<file path="src/rtl/calc_pkg.sv">
// Shared constants and types for the calculator entry block: key codes,
// operator and state encodings, digit limit and the digit-append helper.
package calc_pkg;

  localparam logic [4:0] KEY_ADD = 5'h10;
  localparam logic [4:0] KEY_MUL = 5'h11;
  localparam logic [4:0] KEY_AND = 5'h12;
  localparam logic [4:0] KEY_EXE = 5'h13;
  localparam logic [4:0] KEY_SUB = 5'h14;
  localparam logic [4:0] KEY_OR  = 5'h15;
  localparam logic [4:0] KEY_CE  = 5'h16;
  localparam logic [4:0] KEY_CLR = 5'h17;

  // Each operand accepts at most this many digits; extra digits are dropped.
  localparam logic [2:0] MAX_DIGITS = 3'd4;

  typedef enum logic [2:0] {
    OPC_ADD = 3'd0,
    OPC_SUB = 3'd1,
    OPC_MUL = 3'd2,
    OPC_AND = 3'd3,
    OPC_OR  = 3'd4
  } opcode_t;

  typedef enum logic [1:0] {
    S_A   = 2'd0,
    S_OP  = 2'd1,
    S_B   = 2'd2,
    S_RES = 2'd3
  } state_t;

  // Map an operator key code onto the latched opcode.
  function automatic opcode_t key_opcode(input logic [4:0] key);
    case (key)
      KEY_SUB: return OPC_SUB;
      KEY_MUL: return OPC_MUL;
      KEY_AND: return OPC_AND;
      KEY_OR:  return OPC_OR;
      default: return OPC_ADD;
    endcase
  endfunction

  // Shift a new digit into an operand: base 10 in decimal mode, base 16 otherwise.
  function automatic logic [15:0] append_digit(input logic [15:0] operand,
                                               input logic [3:0]  digit,
                                               input logic        dec);
    logic [15:0] d16;
    d16 = {12'd0, digit};
    if (dec) return (operand * 16'd10) + d16;
    else     return {operand[11:0], digit};
  endfunction

endpackage

</file>
<file path="src/rtl/calc_alu.sv">
// Purely combinational 16-bit unsigned arithmetic unit with overflow flag.
module calc_alu
  import calc_pkg::*;
(
  input  logic [15:0] a,
  input  logic [15:0] b,
  input  opcode_t     opcode,
  output logic [15:0] result,
  output logic        overflow
);

  logic [16:0] sum;
  logic [31:0] prod;

  assign sum  = {1'b0, a} + {1'b0, b};
  assign prod = {16'd0, a} * {16'd0, b};

  // Select the operation; overflow is carry, borrow or a nonzero upper product half.
  always_comb begin
    result   = '0;
    overflow = 1'b0;
    case (opcode)
      OPC_ADD: begin
        result   = sum[15:0];
        overflow = sum[16];
      end
      OPC_SUB: begin
        result   = a - b;
        overflow = (a < b);
      end
      OPC_MUL: begin
        result   = prod[15:0];
        overflow = |prod[31:16];
      end
      OPC_AND: result = a & b;
      OPC_OR:  result = a | b;
      default: begin
        result   = '0;
        overflow = 1'b0;
      end
    endcase
  end

endmodule

</file>
<file path="src/rtl/calc_entry.sv">
// Calculator key-entry controller: collects two operands and an operator from
// key strobes, runs the ALU on EXE and supports result chaining, CE and CLR.
module calc_entry
  import calc_pkg::*;
(
  input  logic        clk,
  input  logic        rst,
  input  logic        sel,
  input  logic [4:0]  val,
  input  logic        dec_mode,
  output logic [15:0] op_a,
  output logic [15:0] op_b,
  output logic [2:0]  opcode,
  output logic [15:0] display,
  output logic [15:0] result,
  output logic        result_valid,
  output logic        overflow,
  output logic [1:0]  state
);

  state_t      state_reg, state_next;
  logic [15:0] op_a_reg, op_a_next;
  logic [15:0] op_b_reg, op_b_next;
  opcode_t     opcode_reg, opcode_next;
  logic [15:0] result_reg, result_next;
  logic        overflow_reg, overflow_next;
  logic        result_valid_reg, result_valid_next;
  logic [2:0]  cnt_a_reg, cnt_a_next;
  logic [2:0]  cnt_b_reg, cnt_b_next;

  logic [15:0] alu_result;
  logic        alu_overflow;
  logic        digit_ok;
  logic        do_clear;

  calc_alu u_alu (
    .a        (op_a_reg),
    .b        (op_b_reg),
    .opcode   (opcode_reg),
    .result   (alu_result),
    .overflow (alu_overflow)
  );

  // Digits A-F are not valid keys while in decimal entry.
  assign digit_ok = !val[4] && !(dec_mode && (val[3:0] > 4'd9));

  // Register all entry state; reset wins over any simultaneous key.
  always_ff @(posedge clk) begin
    if (rst) begin
      state_reg        <= S_A;
      op_a_reg         <= '0;
      op_b_reg         <= '0;
      opcode_reg       <= OPC_ADD;
      result_reg       <= '0;
      overflow_reg     <= 1'b0;
      result_valid_reg <= 1'b0;
      cnt_a_reg        <= '0;
      cnt_b_reg        <= '0;
    end else begin
      state_reg        <= state_next;
      op_a_reg         <= op_a_next;
      op_b_reg         <= op_b_next;
      opcode_reg       <= opcode_next;
      result_reg       <= result_next;
      overflow_reg     <= overflow_next;
      result_valid_reg <= result_valid_next;
      cnt_a_reg        <= cnt_a_next;
      cnt_b_reg        <= cnt_b_next;
    end
  end

  // Decode the accepted key against the current state into next-state values.
  always_comb begin
    state_next        = state_reg;
    op_a_next         = op_a_reg;
    op_b_next         = op_b_reg;
    opcode_next       = opcode_reg;
    result_next       = result_reg;
    overflow_next     = overflow_reg;
    result_valid_next = 1'b0;
    cnt_a_next        = cnt_a_reg;
    cnt_b_next        = cnt_b_reg;
    do_clear          = 1'b0;

    if (sel) begin
      if (!val[4]) begin
        if (digit_ok) begin
          case (state_reg)
            S_A: begin
              if (cnt_a_reg < MAX_DIGITS) begin
                op_a_next  = append_digit(op_a_reg, val[3:0], dec_mode);
                cnt_a_next = cnt_a_reg + 3'd1;
              end
            end
            S_OP: begin
              op_b_next  = {12'd0, val[3:0]};
              cnt_b_next = 3'd1;
              state_next = S_B;
            end
            S_B: begin
              if (cnt_b_reg < MAX_DIGITS) begin
                op_b_next  = append_digit(op_b_reg, val[3:0], dec_mode);
                cnt_b_next = cnt_b_reg + 3'd1;
              end
            end
            default: begin // S_RES: a digit starts a fresh calculation
              op_a_next  = {12'd0, val[3:0]};
              cnt_a_next = 3'd1;
              op_b_next  = '0;
              cnt_b_next = '0;
              state_next = S_A;
            end
          endcase
        end
      end else begin
        case (val)
          KEY_ADD, KEY_SUB, KEY_MUL, KEY_AND, KEY_OR: begin
            case (state_reg)
              S_A, S_OP: begin
                opcode_next = key_opcode(val);
                state_next  = S_OP;
              end
              S_RES: begin
                op_a_next   = result_reg;
                opcode_next = key_opcode(val);
                state_next  = S_OP;
              end
              default: ; // operator while entering op_b is ignored
            endcase
          end
          KEY_EXE: begin
            if (state_reg == S_B) begin
              result_next       = alu_result;
              overflow_next     = alu_overflow;
              result_valid_next = 1'b1;
              state_next        = S_RES;
            end
          end
          KEY_CE: begin
            case (state_reg)
              S_A: begin
                op_a_next  = '0;
                cnt_a_next = '0;
              end
              S_OP, S_B: begin
                op_b_next  = '0;
                cnt_b_next = '0;
                state_next = S_B;
              end
              default: do_clear = 1'b1;
            endcase
          end
          KEY_CLR: do_clear = 1'b1;
          default: ; // invalid codes do nothing
        endcase
      end
    end

    if (do_clear) begin
      state_next        = S_A;
      op_a_next         = '0;
      op_b_next         = '0;
      opcode_next       = OPC_ADD;
      result_next       = '0;
      overflow_next     = 1'b0;
      result_valid_next = 1'b0;
      cnt_a_next        = '0;
      cnt_b_next        = '0;
    end
  end

  // Show the operand being worked on, or the result once computed.
  always_comb begin
    case (state_reg)
      S_B:     display = op_b_reg;
      S_RES:   display = result_reg;
      default: display = op_a_reg;
    endcase
  end

  assign op_a         = op_a_reg;
  assign op_b         = op_b_reg;
  assign opcode       = opcode_reg;
  assign result       = result_reg;
  assign result_valid = result_valid_reg;
  assign overflow     = overflow_reg;
  assign state        = state_reg;

endmodule

</file>
<file path="config.mk">
export PLATFORM = sky130hd
export DESIGN_NAME = calc_entry
export DESIGN_NICKNAME = d
export VERILOG_FILES = /design/src/rtl/calc_pkg.sv /design/src/rtl/calc_alu.sv /design/src/rtl/calc_entry.sv
export SDC_FILE = /design/constraint.sdc
export NUM_CORES = 1
export LEC_CHECK = 0
export CORE_ASPECT_RATIO = 1.2
export CORE_MARGIN = 2
export CORE_UTILIZATION = 60
export DETAILED_ROUTE_END_ITERATION = 16
export PLACE_DENSITY = 0.85
export SETUP_SLACK_MARGIN = 0.3
export SYNTH_ARGS = -nofsm -noshare
export SYNTH_HDL_FRONTEND = slang
export SYNTH_SLANG_ARGS = --single-unit
</file>
<file path="constraint.sdc">
create_clock -name clk -period 12.35 [get_ports clk]
set_input_delay 2.47 -clock clk [delete_from_list [all_inputs] [get_ports clk]]
set_output_delay 2.47 -clock clk [all_outputs]
set_load 0.1 [all_outputs]
</file>
==> results <==
- Of the total power, the share spent switching nets is 0.436.
- The number of distinct library cell variants in the gate-level netlist after synthesis is 79.
- Entering global routing, the biggest net connects 54 pins.
- STA classifies the critical path startpoint as a flop.
- In the final layout, the multi-input gates occupy 0.0132 sq mm.
- The TritonCTS buffer count is 9.
- In this run the mean area of a mapped cell was 7.79 sq um.
- Of the total synthesized cell area, the portion taken by full adders, half adders and majority gates is 0.421.
- The total internal power is 0.455 mW.
- The total negative setup slack is 0 ps.
- For the worst-skew pair, the clock arrives at the later sink with an insertion delay of 350 ps.
- The finished layout holds 2,378 standard cells, fillers aside.
- The wire length of the first global-routing pass is 85.3 mm.
- The clock-pin slew on the worst setup and hold paths is 60 ps.
- The critical path endpoint category is a flop.
- Of all nets on the critical path, the largest fanout is 16.
- The required arrival time at the worst endpoint is 12,580 ps.
- The number of buffers on the longest clock path is 2.
- The simple-gate portion of the synthesized area is 0.191.
- The placement-stage cell area is 0.0168 sq mm.
- TritonCTS built the clock tree.
- The ratio of cells with drive above 1 in the final layout is 0.0269.
- Summing internal, switching and leakage power gives 0.807 mW.
- Using the TritonRoute via totals, the vias-per-cell ratio works out to 6.48.
- The initial antenna violation count came to 0.
- Yosys printed 0 warnings.
- The H-tree was split into 3 levels.
- Dividing the final minimum period by the clock period gives 0.609.
- In the global route stage, overall resource usage came out at 0.393.
- The die extent in x is 152 um.
- The number of clock sinks is 61.
- The post-CTS setup buffer count is 0.
- Setup violations remaining at the end of the flow were counted as 0.
- The final-report hold violation count came to 0.
- For this run, design rule violations remaining after detail routing come to 0.
- Fill cells in the final layout number 2,214.
- The via count is 15,419.
- Leaving out fill and tap cells, the most frequent cells in the layout are nand2_1 (261), inv_1 (258), nor2_1 (241).
- The core footprint is 0.0261 sq mm.
- The residual overflow from global routing is 0.
- The final worst setup slack is 4830 ps.
- The combinational power share is 0.375.
- The average wire per cell in the routed design is 23.2 um.
- The library cell used most frequently in the layout, excluding fill and tap cells, is nand2_1.
- The total inserted antenna cells is 0.
- The proportion of register bits with asynchronous set or reset after synthesis is 0.
- The signal arrival time at the worst endpoint is 7760 ps.
- Static timing analysis puts the maximum clock frequency at 133 MHz.
- The via count of the first global-routing pass came to 15,566.
- The total of max-cap violations is 0.
- The number of max-slew violations in the final report is 0.
- The routability congestion estimate is 1.02.
- The CTS root buffer is clkbuf_16.
- During I/O placement, the number of pins put on the boundary was 80.
- Headroom to the max-slew limit came out at 0.188.
- The post-cts gate resize count is 0.
- The iteration-0 DRC count of the detailed router is 1,664.
- The sequential cell area fraction in the yosys report is 0.0774.
- Row generation in the floorplan step produced 65 rows.
- For this run, the share of the core covered by cells in the final layout is 0.656.
- For the pin with the worst max-slew slack, the measured transition is 1210 ps.
- In this run the remaining antenna-violating nets after routing total 0.
- The count of buffers added on input and output ports is 79.
- The power density over the cells is 47.1 mW/mm^2.
- The net count of the finished layout is 2,458.
- The share of the synthesized netlist area taken by xor and xnor gates is 0.0305.
- The wire-length estimate of the detail-placed layout is 42.7 mm.
- The relative area change from synthesis to final layout is 8.49%.
- The net switching power is 0.351 mW.
- The category of the critical setup timing path is reg2reg.
- The post-synth net total is 2,445.
- The initial utilization of the core area, before any placement, comes to 0.605.
- The post-route clock skew is 9.31 ps.
- Yosys mapped a number of flops with a built-in enable equal to 0.
- The leakage component of the power is 7.25 nW.
- The post-synthesis compound-gate area fraction is 0.184.
- Once placement completed, the tool counted placed cells totaling 2,362.
- The flow ran to the end, and the final reports show no timing, DRC or antenna violations.
- Of the total power, registers draw 0.285.
- The clock network power share is 0.340.
- The flip-flop cell with the highest count after synthesis is dfxtp_1.
- Setup repair after global routing left no endpoint under its margin.
- By area, the combinational part of the netlist is dominated by adder cells.
- The chip height is 182 um.
- The worst slack after detailed placement is 5080 ps.
- Summing all flip-flop and latch instances after layout gives 0.00122 sq mm.
- The portion of synthesized area spent on multiplexers is 0.00840.
- In this run, synthesis produced a sequential element count of 61.
- The detailed-router iteration count before antenna repair is 8.
- The worst-case hold slack is 503 ps.
- Summed over all layers, the routed wires come to 55.1 mm.
- The synthesized netlist occupies a cell area of 0.0158 sq mm.
- The post-route cell area is 0.0171 sq mm.
- The time the final worst path needs with I/O delays and setup is 7520 ps.
- The cell count after synthesis is 2,025.
- The cts-stage hold buffer count is 0.
- VDD sags by at most 0.0785 mV.
- The path category of the worst min-delay check is reg2reg.
- The die outline area is 0.0276 sq mm.
[metal layers]
layer  routed length, um  global-route usage  part of all wire
met3                6220              0.0797              0.11
met4                3710               0.238             0.067
met5                   0                   0                 0
met2               24900               0.635              0.45
met1               20300               0.487              0.37
[synth_stat cells, types with 5 or more instances]
| cell type | n | share of area |
|---|---|---|
| nand2_1 | 261 | 0.062 |
| inv_1 | 258 | 0.061 |
| nor2_1 | 242 | 0.058 |
| ha_1 | 211 | 0.17 |
| fa_1 | 200 | 0.25 |
| a21oi_1 | 119 | 0.038 |
| clkbuf_1 | 94 | 0.022 |
| dfxtp_1 | 61 | 0.077 |
| o21ai_0 | 50 | 0.016 |
| nor3_1 | 39 | 0.012 |
| a211oi_1 | 36 | 0.017 |
| xnor2_1 | 36 | 0.020 |
| a22oi_1 | 33 | 0.016 |
| nand3_1 | 24 | 0.0076 |
| o21ai_1 | 24 | 0.0076 |
| nand2b_1 | 21 | 0.0083 |
| nor2b_1 | 20 | 0.0079 |
| xor2_1 | 19 | 0.011 |
| o21a_1 | 18 | 0.0086 |
| a21o_1 | 17 | 0.0081 |
| a31oi_1 | 15 | 0.0059 |
| o211ai_1 | 12 | 0.0057 |
| or3_1 | 12 | 0.0048 |
| a221o_1 | 11 | 0.0070 |
| mux2i_1 | 11 | 0.0070 |
| nand4_1 | 11 | 0.0044 |
| and3_1 | 10 | 0.0040 |
| o21bai_1 | 9 | 0.0043 |
| o221ai_1 | 9 | 0.0050 |
| clkinv_1 | 8 | 0.0019 |
| o31a_1 | 8 | 0.0044 |
| a221oi_1 | 7 | 0.0039 |
| o2111ai_1 | 7 | 0.0039 |
| a211o_1 | 6 | 0.0033 |
| and2_1 | 6 | 0.0024 |
| nor4_1 | 6 | 0.0024 |
| a311oi_1 | 5 | 0.0028 |
| buf_1 | 5 | 0.0012 |
| nor3b_1 | 5 | 0.0024 |
[cells by family (layout without fill, tap and decap cells)]
| logic type | count (synthesis) | count (layout) |
|---|---|---|
| mux | 13 | 13 |
| compound gates | 432 | 432 |
| simple gates | 684 | 684 |
| xor+xnor | 55 | 55 |
| flops | 61 | 61 |
| fa+ha+maj | 411 | 411 |
| buf+inv | 369 | 387 |
[final timing paths]
path | slack, ps | endpoint | cells past startpoint | from
setup / recovery | 4830 | overflow$_SDFFE_PP0P_ | 20 | op_b[10]$_SDFFE_PP0P_
hold / removal | 500 | cnt_b_reg[1]$_SDFFE_PP0P_ | 2 | cnt_b_reg[1]$_SDFFE_PP0P_
setup reg to reg | 4830 | overflow$_SDFFE_PP0P_ | 20 | op_b[10]$_SDFFE_PP0P_
hold reg to reg | 500 | cnt_b_reg[1]$_SDFFE_PP0P_ | 2 | cnt_b_reg[1]$_SDFFE_PP0P_
[final cells by class]
type | count | share of cell area
clock buffers | 11 | 0.0142
inverters | 270 | 0.0592
flip-flops and latches | 61 | 0.0713
well taps | 335 | 0.0245
repair buffers | 101 | 0.0558
clock inverters | 5 | 0.00343
multi-input cells | 1595 | 0.772
[power groups by stage]
stage / sequential (mW) / combinational, mW / clock, mW
3_5_place_dp: 0.232 / 0.293 / 0
4_1_cts: 0.228 / 0.294 / 0.273
2_1_floorplan: 0.250 / 0.191 / 0
5_1_grt: 0.230 / 0.318 / 0.278
6_report: 0.230 / 0.302 / 0.274
3_3_place_gp: 0.232 / 0.290 / 0
[critical path: stages, from the launching register on]
cell	delay, ps
dfxtp_1	870
clkinv_1	740
nor2_1	330
fa_1	450
inv_1	80
fa_1	450
fa_1	530
fa_1	560
inv_1	60
fa_1	500
ha_1	320
ha_1	420
a21oi_1	410
o21ai_1	190
a21o_1	220
a2111oi_0	440
nand4bb_1	160
nor4_1	180
nand4_1	130
nor4_1	300
a21oi_1	70
Power figures use the tool's default switching activity.
